`config.mk`:
```
export PLATFORM = sky130hd
export DESIGN_NAME = mem_op_sequencer
export DESIGN_NICKNAME = d
export VERILOG_FILES = /design/src/rtl/mem_op_sequencer.sv
export SDC_FILE = /design/constraint.sdc
export NUM_CORES = 1
export LEC_CHECK = 0
export ABC_AREA = 1
export CAP_MARGIN = 20
export CORE_MARGIN = 2
export CORE_UTILIZATION = 60
export DETAILED_ROUTE_END_ITERATION = 16
export DONT_BUFFER_PORTS = 1
export PLACE_DENSITY = 0.83
export SYNTH_ARGS = -nofsm -noshare
export SYNTH_HDL_FRONTEND = slang
export SYNTH_SLANG_ARGS = --single-unit
```
`constraint.sdc`:
```
create_clock -name CLK -period 3 [get_ports CLK]
set_input_delay 0.6 -clock CLK [delete_from_list [all_inputs] [get_ports CLK]]
set_output_delay 0.6 -clock CLK [all_outputs]
set_load 0.005 [all_outputs]
```
`src/rtl/mem_op_sequencer.sv`:
```
// Expands one erase/program request into WREN, the op command and RDSR1 polling on the
// memory-controller trigger/busy handshake. Define MEM_SEQ_WEL_CHECK_EN to verify WEL before the op.
module mem_op_sequencer #(
    parameter int POLL_GAP = 64,
    parameter int POLL_MAX = 16'hFFFF,
    parameter int ACK_MAX  = 255
) (
    input  logic        CLK,
    input  logic        RST_N,
    input  logic        OP_REQ,
    input  logic [1:0]  OP_CODE,
    input  logic [23:0] OP_ADDR,
    input  logic [23:0] OP_DATA,
    output logic        OP_BUSY,
    output logic        OP_DONE,
    output logic        OP_ERR,
    output logic [1:0]  OP_ERRCODE,
    output logic [7:0]  OP_STATUS,
    output logic [7:0]  MEMCMD,
    output logic [23:0] MEMADDR,
    output logic [23:0] MEMVAL,
    output logic        MEMTRIG,
    output logic        MEMQUAD,
    input  logic [47:0] MEMDATA,
    input  logic        MEM_busy
);
    localparam int CNT_MAX = (ACK_MAX > POLL_GAP) ? ACK_MAX : POLL_GAP;
    localparam int CNT_W   = $clog2(CNT_MAX + 1);
    localparam int POLL_W  = $clog2(POLL_MAX + 1);

    typedef enum logic [3:0] {
        S_IDLE,
        S_WREN_ISSUE,
        S_WREN_WAIT,
`ifdef MEM_SEQ_WEL_CHECK_EN
        S_WEL_ISSUE,
        S_WEL_WAIT,
`endif
        S_OP_ISSUE,
        S_OP_WAIT,
        S_GAP,
        S_POLL_ISSUE,
        S_POLL_WAIT,
        S_FINISH
    } state_t;

    state_t              state_q, state_d;
    logic                busy_q, busy_d;
    logic                done_q, done_d;
    logic                err_q, err_d;
    logic [1:0]          errcode_q, errcode_d;
    logic [7:0]          status_q, status_d;
    logic [7:0]          cmd_q, cmd_d;
    logic [23:0]         addr_q, addr_d;
    logic [23:0]         val_q, val_d;
    logic                trig_q, trig_d;
    logic [CNT_W-1:0]    cnt_q, cnt_d;
    logic [POLL_W-1:0]   poll_q, poll_d;
    logic [1:0]          code_q, code_d;
    logic [23:0]         oaddr_q, oaddr_d;
    logic [23:0]         odata_q, odata_d;

    logic                in_wait;
    logic                txn_done;
    logic [7:0]          op_cmd;
    logic [23:0]         op_addr;
    logic [23:0]         op_val;
    logic                unused_memdata;

    assign unused_memdata = ^MEMDATA[47:8];

`ifdef MEM_SEQ_WEL_CHECK_EN
    assign in_wait = (state_q == S_WREN_WAIT) || (state_q == S_WEL_WAIT) ||
                     (state_q == S_OP_WAIT) || (state_q == S_POLL_WAIT);
`else
    assign in_wait = (state_q == S_WREN_WAIT) || (state_q == S_OP_WAIT) ||
                     (state_q == S_POLL_WAIT);
`endif
    assign txn_done = !trig_q && !MEM_busy;

    always_comb begin
        op_cmd  = 8'h02;
        op_addr = oaddr_q;
        op_val  = odata_q;
        unique case (code_q)
            2'b00:   begin op_cmd = 8'hC7; op_addr = '0; op_val = '0; end
            2'b01:   begin op_cmd = 8'hD8; op_val = '0; end
            default: ;
        endcase
    end

    always_comb begin
        state_d   = state_q;
        busy_d    = 1'b1;
        done_d    = 1'b0;
        err_d     = 1'b0;
        errcode_d = errcode_q;
        status_d  = status_q;
        cmd_d     = cmd_q;
        addr_d    = addr_q;
        val_d     = val_q;
        trig_d    = trig_q;
        cnt_d     = cnt_q;
        poll_d    = poll_q;
        code_d    = code_q;
        oaddr_d   = oaddr_q;
        odata_d   = odata_q;

        // Shared trigger/ack phase of every *_WAIT; completion is handled per state below.
        if (in_wait && trig_q) begin
            if (MEM_busy) begin
                trig_d = 1'b0;
            end else if (cnt_q == CNT_W'(ACK_MAX - 1)) begin
                trig_d    = 1'b0;
                errcode_d = 2'b01;
                state_d   = S_FINISH;
            end else begin
                cnt_d = cnt_q + 1'b1;
            end
        end

        unique case (state_q)
            S_IDLE: begin
                busy_d = OP_REQ;
                cmd_d  = '0;
                addr_d = '0;
                val_d  = '0;
                if (OP_REQ) begin
                    code_d    = OP_CODE;
                    oaddr_d   = OP_ADDR;
                    odata_d   = OP_DATA;
                    errcode_d = '0;
                    poll_d    = '0;
                    if (OP_CODE == 2'b11) begin
                        errcode_d = 2'b11;
                        state_d   = S_FINISH;
                    end else begin
                        state_d = S_WREN_ISSUE;
                    end
                end
            end
            S_WREN_ISSUE: begin
                cmd_d   = 8'h06;
                addr_d  = '0;
                val_d   = '0;
                trig_d  = 1'b1;
                cnt_d   = '0;
                state_d = S_WREN_WAIT;
            end
            S_WREN_WAIT: begin
                if (txn_done) begin
`ifdef MEM_SEQ_WEL_CHECK_EN
                    state_d = S_WEL_ISSUE;
`else
                    state_d = S_OP_ISSUE;
`endif
                end
            end
`ifdef MEM_SEQ_WEL_CHECK_EN
            S_WEL_ISSUE: begin
                cmd_d   = 8'h05;
                addr_d  = '0;
                val_d   = '0;
                trig_d  = 1'b1;
                cnt_d   = '0;
                state_d = S_WEL_WAIT;
            end
            S_WEL_WAIT: begin
                if (txn_done) begin
                    status_d = MEMDATA[7:0];
                    if (!MEMDATA[1]) begin
                        errcode_d = 2'b11;
                        state_d   = S_FINISH;
                    end else begin
                        state_d = S_OP_ISSUE;
                    end
                end
            end
`endif
            S_OP_ISSUE: begin
                cmd_d   = op_cmd;
                addr_d  = op_addr;
                val_d   = op_val;
                trig_d  = 1'b1;
                cnt_d   = '0;
                state_d = S_OP_WAIT;
            end
            S_OP_WAIT: begin
                if (txn_done) begin
                    cnt_d   = '0;
                    state_d = S_GAP;
                end
            end
            S_GAP: begin
                if (cnt_q == CNT_W'(POLL_GAP - 1)) state_d = S_POLL_ISSUE;
                else                               cnt_d   = cnt_q + 1'b1;
            end
            S_POLL_ISSUE: begin
                cmd_d   = 8'h05;
                addr_d  = '0;
                val_d   = '0;
                trig_d  = 1'b1;
                cnt_d   = '0;
                state_d = S_POLL_WAIT;
            end
            S_POLL_WAIT: begin
                if (txn_done) begin
                    status_d = MEMDATA[7:0];
                    poll_d   = poll_q + 1'b1;
                    if (!MEMDATA[0]) begin
                        state_d = S_FINISH;
                    end else if (poll_q == POLL_W'(POLL_MAX - 1)) begin
                        errcode_d = 2'b10;
                        state_d   = S_FINISH;
                    end else begin
                        cnt_d   = '0;
                        state_d = S_GAP;
                    end
                end
            end
            S_FINISH: begin
                done_d  = 1'b1;
                err_d   = (errcode_q != 2'b00);
                cmd_d   = '0;
                addr_d  = '0;
                val_d   = '0;
                trig_d  = 1'b0;
                state_d = S_IDLE;
            end
            default: state_d = S_IDLE;
        endcase
    end

    always_ff @(posedge CLK or negedge RST_N) begin
        if (!RST_N) begin
            state_q   <= S_IDLE;
            busy_q    <= 1'b0;
            done_q    <= 1'b0;
            err_q     <= 1'b0;
            errcode_q <= '0;
            status_q  <= '0;
            cmd_q     <= '0;
            addr_q    <= '0;
            val_q     <= '0;
            trig_q    <= 1'b0;
            cnt_q     <= '0;
            poll_q    <= '0;
            code_q    <= '0;
            oaddr_q   <= '0;
            odata_q   <= '0;
        end else begin
            state_q   <= state_d;
            busy_q    <= busy_d;
            done_q    <= done_d;
            err_q     <= err_d;
            errcode_q <= errcode_d;
            status_q  <= status_d;
            cmd_q     <= cmd_d;
            addr_q    <= addr_d;
            val_q     <= val_d;
            trig_q    <= trig_d;
            cnt_q     <= cnt_d;
            poll_q    <= poll_d;
            code_q    <= code_d;
            oaddr_q   <= oaddr_d;
            odata_q   <= odata_d;
        end
    end

    assign OP_BUSY    = busy_q;
    assign OP_DONE    = done_q;
    assign OP_ERR     = err_q;
    assign OP_ERRCODE = errcode_q;
    assign OP_STATUS  = status_q;
    assign MEMCMD     = cmd_q;
    assign MEMADDR    = addr_q;
    assign MEMVAL     = val_q;
    assign MEMTRIG    = trig_q;
    assign MEMQUAD    = 1'b0;

endmodule
```
# [After elaboration in Yosys (flattened, before gate mapping)]
# Cells that the tools add are included.
[totals] register_bits=148 out_inout_bits=71 wordCells=100
[classes] add_sub_neg=2 eq_ne=15 n_mux=46 n_reduce_logical=22
[ops] operator="case mux 24 bit (2 select lines)" n=2
[ops] operator="two-way mux 8 bit" n=8
[ops] operator="case mux 8 bit (4 select lines)" n=2
[ops] operator="two-way mux 24 bit" n=2
[ops] operator="two-way mux 4 bit" n=11
[ops] operator="two-way mux 16 bit" n=2
[ops] operator="case mux 16 bit (2 select lines)" n=1
[ops] operator="case mux 4 bit (8 select lines)" n=1
[ops] operator="adder 16 x 1 -> 16 bit (second input constant)" n=1
[ops] operator="== test 16 bit (second input constant)" n=1
[ops] operator="== test 4 x 3 -> 1 bit (second input constant)" n=4
[ops] operator="two-way mux 2 bit" n=8
[ops] operator="case mux 8 bit (2 select lines)" n=1
[ops] operator="adder 8 x 1 -> 8 bit (second input constant)" n=1
[ops] operator="== test 4 x 2 -> 1 bit (second input constant)" n=2
[ops] operator="== test 8 x 6 -> 1 bit (second input constant)" n=1
[ops] operator="== test 8 bit (second input constant)" n=1
[ops] operator="nonzero test 4 bit" n=2
[ops] operator="two-way mux 1 bit" n=6
[ops] operator="AND reduction 2 bit" n=3
[ops] operator="nonzero test 2 bit" n=3
[ops] operator="== test 4 x 1 -> 1 bit (second input constant)" n=1
[ops] operator="== test 4 bit (second input constant)" n=1
[ops] operator="zero test 4 bit" n=1
[ops] operator="other kinds (14)" n=19

# [Longest topological paths before layout]
# Gate-level depths: netlist of the first run.
[logic_depth] word_depth=9 depth_mapped=11

# [Worst setup path before layout of the first run]
# Ideal clock, no wire load.
[synth_path] kind="register to register" from="reg state_q[1]" to="reg poll_q[9]" setup_time_ns=0.121 arrival_ns=1.385 path_slack_ns=1.494 path_stages_with_launch=11 path_buffers=0 period_less_slack_ns=1.506 cell_sequence="dfrtp_1 nor2_1 inv_1 nor2_1 nand2_2 nand2_4 nand2_1 nor2_1 nand2_1 nand2_1 nor2_1"
[synth_via] elab_chain_len=3 elab_cells_between_ends=7 cone_classes="3 x eq/ne; 1 x mux; 3 x reduce/logical"
[synth_lines] element="start, declared" line_no="47" text="state_t state_q, state_d;"
[synth_lines] element="start signal, assigned" line_no="252" text="state_q <= state_d;"
[synth_lines] element="== test 4 x 3 -> 1 bit or zero test 4 bit (tied branches)" line_no="122" text="unique case (state_q)"
[synth_lines] element="!= test 2 bit (no source line) or nonzero test 2 bit (tied branches)"
[synth_lines] element="AND reduction 3 bit (no source line)"
[synth_lines] element="end signal, assigned" line_no="263" text="poll_q <= poll_d;"
[synth_lines] element="end, declared" line_no="58" text="logic [POLL_W-1:0] poll_q, poll_d;"
# Several ways; a longest one is shown, not always the timed one.
# A chain may end at the register's enable or synchronous reset.

# [Worst setup path after layout of the first run]
[layout_path] from="reg state_q[1]" to="reg odata_q[16]"
[layout_via] elab_chain_len=2
[layout_lines] element="zero test 4 bit" line_no="122"
[layout_lines] element="AND reduction 2 bit (no source line)"
[layout_lines] element="end signal, assigned" line_no="266" text="odata_q <= odata_d;"
[layout_lines] element="end, declared" line_no="61" text="logic [23:0] odata_q, odata_d;"
# Every way passes these cells.

==> qor.json, run 1 <==
{
  "run_status": "finished, violations left",
  "violations": "negative hold slack",
  "fp.dieArea_sq_um": 11900,
  "critical_path.n_buffers_inverters": 3,
  "clockRootBuffer": "clkbuf_8",
  "holdWs_ns": -0.257,
  "cts_post_setup_buffers_inserted": 0,
  "timing.critical_path.from": "state_q[1]",
  "ys_warn_count": 0,
  "crit_fanout": 29,
  "unrepaired_setup_endpoints_after_global_routing": "no",
  "synthToLayoutAreaGrowth_pct": 10.1,
  "fin_util": 0.675,
  "drt-pass1-iter-count": 6,
  "timing_worst_slew_pin_value_ns": 0.882,
  "grt_usage": 0.279,
  "vias": 5414,
  "routed_wl_mm": 16.0,
  "finalCritPeriodShare": 0.783,
  "synth_area_per_cell_sq_um": 8.05,
  "grt_first_pass_wirelength_mm": 25.3,
  "path_clk_slew_ns": 0.07,
  "maximum_number_of_pins_on_one_net_before_global_route_repair": 146,
  "yosys-top-cells-area": "dfrtp_1 (55%), nand2_1 (16%), nand3_1 (5.3%), nor2_1 (5.3%), a21oi_1 (4.3%)",
  "place_congestion": 0.887,
  "postSynthRegisterBits": 145,
  "p_leak_nw": 3.69,
  "design_area_sq_um": 7290,
  "synth_area_leader_cell": "dfrtp_1",
  "fill_cells": 846,
  "clk-insertion-delay-late_ns": 0.55,
  "yosysSeqAreaShare": 0.549,
  "drc": 0,
  "synthFlopType": "dfrtp_1",
  "vdd.ir_drop.worst_mv": 0.741,
  "antenna_cells": 0,
  "globalRoute.totalOverflow": 0,
  "via_density_per_instance": 5.62,
  "most_common_library_cell_in_the_layout_ignoring_fill_and_taps": "nand2_1",
  "synth_enable_flop_cells": 0,
  "antenna_violating_nets_left": 0,
  "post_synth_instance_area_sq_um": 6620,
  "cp_top_family": "simple AND/OR/NAND/NOR gates",
  "hp-class": "in2async",
  "antenna_violations_before_repair": 0,
  "cp_cell_sequence": "nor2_1 > inv_1 > nor2_1 > nand2_2 > inv_2 > buf_12 > nand2_1 > nand2_1",
  "report.power.total_mw": 8.29,
  "placed_area_sq_um": 6660,
  "r2r_start": "state_q[1]",
  "fmaxAchievable_mhz": 426,
  "synth_cells": 822,
  "hold_viol": 145,
  "dp_worst_setup_slack_ns": 0.697,
  "ctsHtreeMaxLevel": 4,
  "critical-path-slowest-cell": "inv_2",
  "die_w_microns": 109,
  "number_of_buffers_between_clock_root_and_the_deepest_sink": 2,
  "final-setup-viol-count": 0,
  "slew-limit-headroom": 0.411,
  "design.core.area_sq_um": 10800,
  "report.final.slew_viol_count": 0,
  "cts_sinks": 145,
  "arrival_ns": 2.84,
  "num-nets-final": 917,
  "cts_tree": "built",
  "period_needed_ns": 2.35,
  "data_required_critical_path_ns": 3.49,
  "die_height_microns": 109,
  "final_cell_mix": "nand2_1 (288), dfrtp_1 (145), nor2_1 (93)",
  "max_cap_viol_count": 0,
  "detailedPlacementHpwl_mm": 10.1,
  "crit_type": "reg2reg",
  "synth-async-reset-ratio": 1.00,
  "fin_tns_setup_ns": 0,
  "crit_path_max_incr_delay_ns": 0.51,
  "timing.critical_path.to_type": "flip-flop",
  "start_util": 0.613,
  "first_global_vias": 5367,
  "cts_buffers": 17,
  "row_count": 38,
  "dr.first_iter.drc_count": 550,
  "drive_gt1_frac": 0.0655,
  "synth_top_cell_area_share": 0.549,
  "placement.io_buffers": 0,
  "io-pin-count": 173,
  "power.density_nw_per_um2": 1140,
  "post_drt_wl_per_cell_microns": 16.6,
  "skew_ns": 0.00682,
  "post_synth_num_cell_types": 31,
  "timing.final.ws_setup_ns": 0.650,
  "cp-start-kind": "flip-flop"
}
==> final cells by class <==
| class | instances | area [sq um] | share of cell area |
|---|---|---|---|
| clock buffer | 17 | 414 | 0.0568 |
| multi-input combinational | 583 | 2570 | 0.353 |
| clock inverter | 15 | 214 | 0.0294 |
| inverter | 59 | 221 | 0.0304 |
| timing repair buffer | 5 | 62.6 | 0.00859 |
| sequential | 145 | 3630 | 0.498 |
| tap | 140 | 175 | 0.0240 |
==> path summary, 6_finish.rpt <==
kind	endpoint	slack, ns	depth (start not counted)
max reg2reg	odata_q[16]	0.65	8
min in group CLK	odata_q[15]	0.16	2
min reg2reg	odata_q[20]	0.48	2
max	odata_q[16]	0.65	8
min	cnt_q[2]	-0.26	0
max in group asynchronous	OP_STATUS[4]	3.05	0
==> metrics by stage <==
step,hold slack (ns),cells
after floorplan,0.304,823
after global placement,0.308,932
after detailed placement,0.308,932
after CTS,-0.269,964
after global routing,-0.281,964
final,-0.257,964
==> power by group <==
group,leakage (nW),switching (mW),total [mW],internal [mW]
Combinational,1.52,1.82,2.67,0.849
Sequential,1.85,0.590,3.34,2.75
Clock,0.312,0.844,2.27,1.43
Total,3.69,3.25,8.29,5.03
==> state kept, by name, summed over array words and instances, names as in the netlist <==
register,flops
cnt_q,8
MEMTRIG,1
MEMADDR,24
oaddr_q,24
OP_DONE,1
OP_ERRCODE,2
OP_BUSY,1
OP_STATUS,8
MEMCMD,5
poll_q,16
OP_ERR,1
MEMVAL,24
code_q,2
state_q,4
odata_q,24
==> kinds of logic (layout without fill, tap and decap cells) <==
logic type | count (synthesis) | after routing | synth area share
buf+inv | 95 | 96 | 0.0636
flops | 145 | 145 | 0.549
compound gates | 88 | 88 | 0.0692
xor+xnor | 6 | 6 | 0.00795
fa+ha+maj | 4 | 4 | 0.00757
other cells | 1 | 2 | 0.000567
simple gates | 483 | 483 | 0.303
==> synthesized netlist by cell type, drive strengths merged (4+ instances only) <==
cell type,instances
ha,4
o21ai,26
nor2,95
nand3,70
buf,28
inv,59
nand2,294
dfrtp,145
clkbuf,8
a21oi,58
nand4,14
nor3,8
==> what timing repair did <==
| item | in CTS | in global routing |
|---|---|---|
| endpoints found under the hold margin | 145 | 145 |
| resized for setup | 0 | 0 |
| endpoints found under the setup margin | 0 | 0 |
==> layer usage <==
metal | GRT usage | wire length (microns)
met1 | 0.331 | 6330
met2 | 0.464 | 7960
met3 | 0.101 | 1330
met4 | 0.106 | 350
met5 | 0 | 0
No activity file was read; power rests on OpenSTA's default activity.
==> run 2, diff against run 1 <==
- CORE_UTILIZATION: 60 -> 57
- PLACE_DENSITY: 0.83 -> 0.82
- clock period: 3 -> 1.89 ns (I/O delays scaled with it)
==> qor.json, run 2 (same netlist as run 1, synthesis figures left out) <==
{
  "num-nets-final": {"value": 934, "change": "+1.9%"},
  "critical-path-slowest-cell": "dfrtp_1",
  "globalRoute.totalOverflow": {"value": 0, "change": "unchanged"},
  "holdWs": {"value": -0.342, "unit": "ns", "change": "-0.0851 ns"},
  "run_status": "finished, violations left",
  "cts_sinks": {"value": 145, "change": "unchanged"},
  "first_global_vias": {"value": 5191, "change": "-3.3%"},
  "antenna_cells": {"value": 0, "change": "unchanged"},
  "vias": {"value": 5359, "change": "-1.0%"},
  "drc": {"value": 0, "change": "unchanged"},
  "cts_buffers": {"value": 17, "change": "unchanged"},
  "hold_viol": {"value": 145, "change": "unchanged"},
  "grt_usage": {"value": 0.251, "change": "-0.0275"},
  "most_common_library_cell_in_the_layout_ignoring_fill_and_taps": "nand2_1",
  "arrival": {"value": 2.08, "unit": "ns", "change": "-0.76 ns"},
  "io-pin-count": {"value": 173, "change": "unchanged"},
  "p_leak": {"value": 3.78, "unit": "nW", "change": "+2.5%"},
  "crit_type": "reg2reg",
  "path_clk_slew": {"value": 0.06, "unit": "ns", "change": "about the same"},
  "report.final.slew_viol_count": {"value": 0, "change": "unchanged"},
  "crit_fanout": {"value": 23, "change": "-21%"},
  "clockRootBuffer": "clkbuf_16",
  "maximum_number_of_pins_on_one_net_before_global_route_repair": {"value": 146, "change": "unchanged"},
  "timing.critical_path.from": "state_q[3]",
  "reg2reg_depth": {"value": 10, "change": "+2"},
  "ctsHtreeMaxLevel": {"value": 4, "change": "unchanged"},
  "via_density_per_instance": {"value": 5.46, "change": "-2.8%"},
  "cts_tree": "built",
  "period_needed": {"value": 1.74, "unit": "ns", "change": "-0.605 ns"},
  "number_of_buffers_between_clock_root_and_the_deepest_sink": {"value": 2, "change": "unchanged"},
  "drt-pass1-iter-count": {"value": 5, "change": "-1"},
  "antenna_violating_nets_left": {"value": 0, "change": "unchanged"},
  "timing.critical_path.to_type": "flip-flop",
  "r2r_start": "state_q[3]",
  "fmaxAchievable": {"value": 573, "unit": "MHz", "change": "+35%"},
  "finalCritPeriodShare": {"value": 0.923, "change": "+0.140"},
  "report.power.total": {"value": 13.3, "unit": "mW", "change": "+61%"},
  "fin_util": {"value": 0.659, "change": "-0.0156"},
  "place_congestion": {"value": 0.926, "change": "+4.3%"},
  "crit-reg2reg-capture": "MEMADDR[10]",
  "design.core.area": {"value": 11400, "unit": "sq um", "change": "+5.3%"},
  "placement.io_buffers": {"value": 0, "change": "unchanged"},
  "grt_first_pass_wirelength": {"value": 24.9, "unit": "mm", "change": "-1.4%"},
  "clk-insertion-delay-late": {"value": 0.42, "unit": "ns", "change": "-0.13 ns"},
  "crit_path_max_incr_delay": {"value": 0.39, "unit": "ns", "change": "-0.12 ns"},
  "layout.area.seq": {"value": 3630, "unit": "sq um", "change": "about the same"},
  "skew": {"value": 0.0132, "unit": "ns", "change": "+0.00640 ns"},
  "die_height": {"value": 112, "unit": "microns", "change": "+2.5%"},
  "fp.dieArea": {"value": 12500, "unit": "sq um", "change": "+5.1%"},
  "final_cell_mix": "nand2_1 (287), dfrtp_1 (143), nor2_1 (91)",
  "fill_cells": {"value": 942, "change": "+11%"},
  "cp_cell_sequence": "inv_1 > nand2_2 > nor3_4 > inv_1 > nand2_2 > nor2_4 > nand2_8 > buf_16 > nor2_1 > a21oi_1",
  "antenna_violations_before_repair": {"value": 0, "change": "unchanged"},
  "violations": "negative hold slack",
  "design_area": {"value": 7500, "unit": "sq um", "change": "+2.9%"},
  "data_required_critical_path": {"value": 2.22, "unit": "ns", "change": "-1.27 ns"},
  "drive_gt1_frac": {"value": 0.0918, "change": "+0.0262"},
  "dr.first_iter.drc_count": {"value": 456, "change": "-17%"},
  "cp-start-kind": "flip-flop",
  "multiInputGateArea": {"value": 2620, "unit": "sq um", "change": "+1.8%"},
  "placed_area": {"value": 6810, "unit": "sq um", "change": "+2.2%"},
  "die_w": {"value": 112, "unit": "microns", "change": "+2.5%"},
  "final-setup-viol-count": {"value": 0, "change": "unchanged"},
  "post_drt_wl_per_cell": {"value": 15.5, "unit": "microns", "change": "-6.5%"},
  "hp-class": "in2async",
  "worst-r2r-setup-slack": {"value": 0.15, "unit": "ns", "change": "-0.50 ns"},
  "max_cap_viol_count": {"value": 0, "change": "unchanged"},
  "vdd.ir_drop.worst": {"value": 1.35, "unit": "mV", "change": "+82%"},
  "detailedPlacementHpwl": {"value": 9.79, "unit": "mm", "change": "-2.9%"},
  "power.density": {"value": 1780, "unit": "nW/um^2", "change": "+56%"},
  "routed_wl": {"value": 15.2, "unit": "mm", "change": "-4.7%"},
  "synthToLayoutAreaGrowth_pct": 13.3,
  "start_util": {"value": 0.582, "change": "-0.0311"},
  "row_count": {"value": 39, "change": "+2.6%"}
}
-- run 2: cell types whose count changed in the layout (fill, tap and decap cells not counted), sizes merged --
| cell | delta |
|---|---|
| clkinv | -4 |
| clkbuf | +4 |
| bufinv | -2 |
| buf | +16 |
| clkinvlp | +3 |
| inv | -2 |
-- run 2: power by group --
group          internal [mW]  switching [mW]  total, mW
sequential              4.37           0.934       5.31
combinational           1.70            2.93       4.63
clock                   2.16            1.24       3.40
-- run 2: per-layer routing --
metal / track usage / part of all wire / vias to the layer above
met5: 0 / 0 / -
met4: 0.0782 / 0.011 / 0
met3: 0.0915 / 0.082 / 18
met2: 0.408 / 0.49 / 188
met1: 0.316 / 0.41 / 2528
li1: - / - / 2625
-- run 2: critical path, delay by kind of cell, from the launching register on --
kind	cells	cell delay [ns]
DFF	1	0.39
buffers and inverters	3	0.42
AOI/OAI and AO/OA	1	0.14
and+or+nand+nor	6	0.69
-- run 2: worst max-delay path by stage --
stage	to	slack, ns	depth (start not counted)
5_1_grt	poll_q[4]	-0.0009	8
2_1_floorplan	poll_q[9]	0.38	10
3_3_place_gp	MEMVAL[10]	0.09	10
4_1_cts	poll_q[9]	0.05	10
6_report	MEMADDR[10]	0.15	10
3_5_place_dp	MEMADDR[2]	0.04	10
-- run 2: final cells by class --
cell class | instances | area share
flip-flops and latches | 145 | 0.484
clock inverters | 10 | 0.0180
inverters | 59 | 0.0295
repair buffers | 22 | 0.0330
clock buffers | 20 | 0.0622
multi-input cells | 583 | 0.349
well taps | 143 | 0.0239
-- run 2: what timing repair did --
item	CTS	global route
buffers inserted	0	0
endpoints found under the hold margin	145	145
resized for setup	1	13
endpoints found under the setup margin	1	61
gates cloned	0	1
-- run 2: through the flow --
stage	setup WS, ns	hold WS [ns]	TNS (ns)	cells
2_1_floorplan	0.384	0.0824	0	823
3_5_place_dp	0.0408	0.0870	0	951
3_3_place_gp	0.0933	0.0882	0	951
5_1_grt	-0.000935	-0.363	-0.00122	982
4_1_cts	0.0475	-0.355	0	981
6_report	0.145	-0.342	0	982
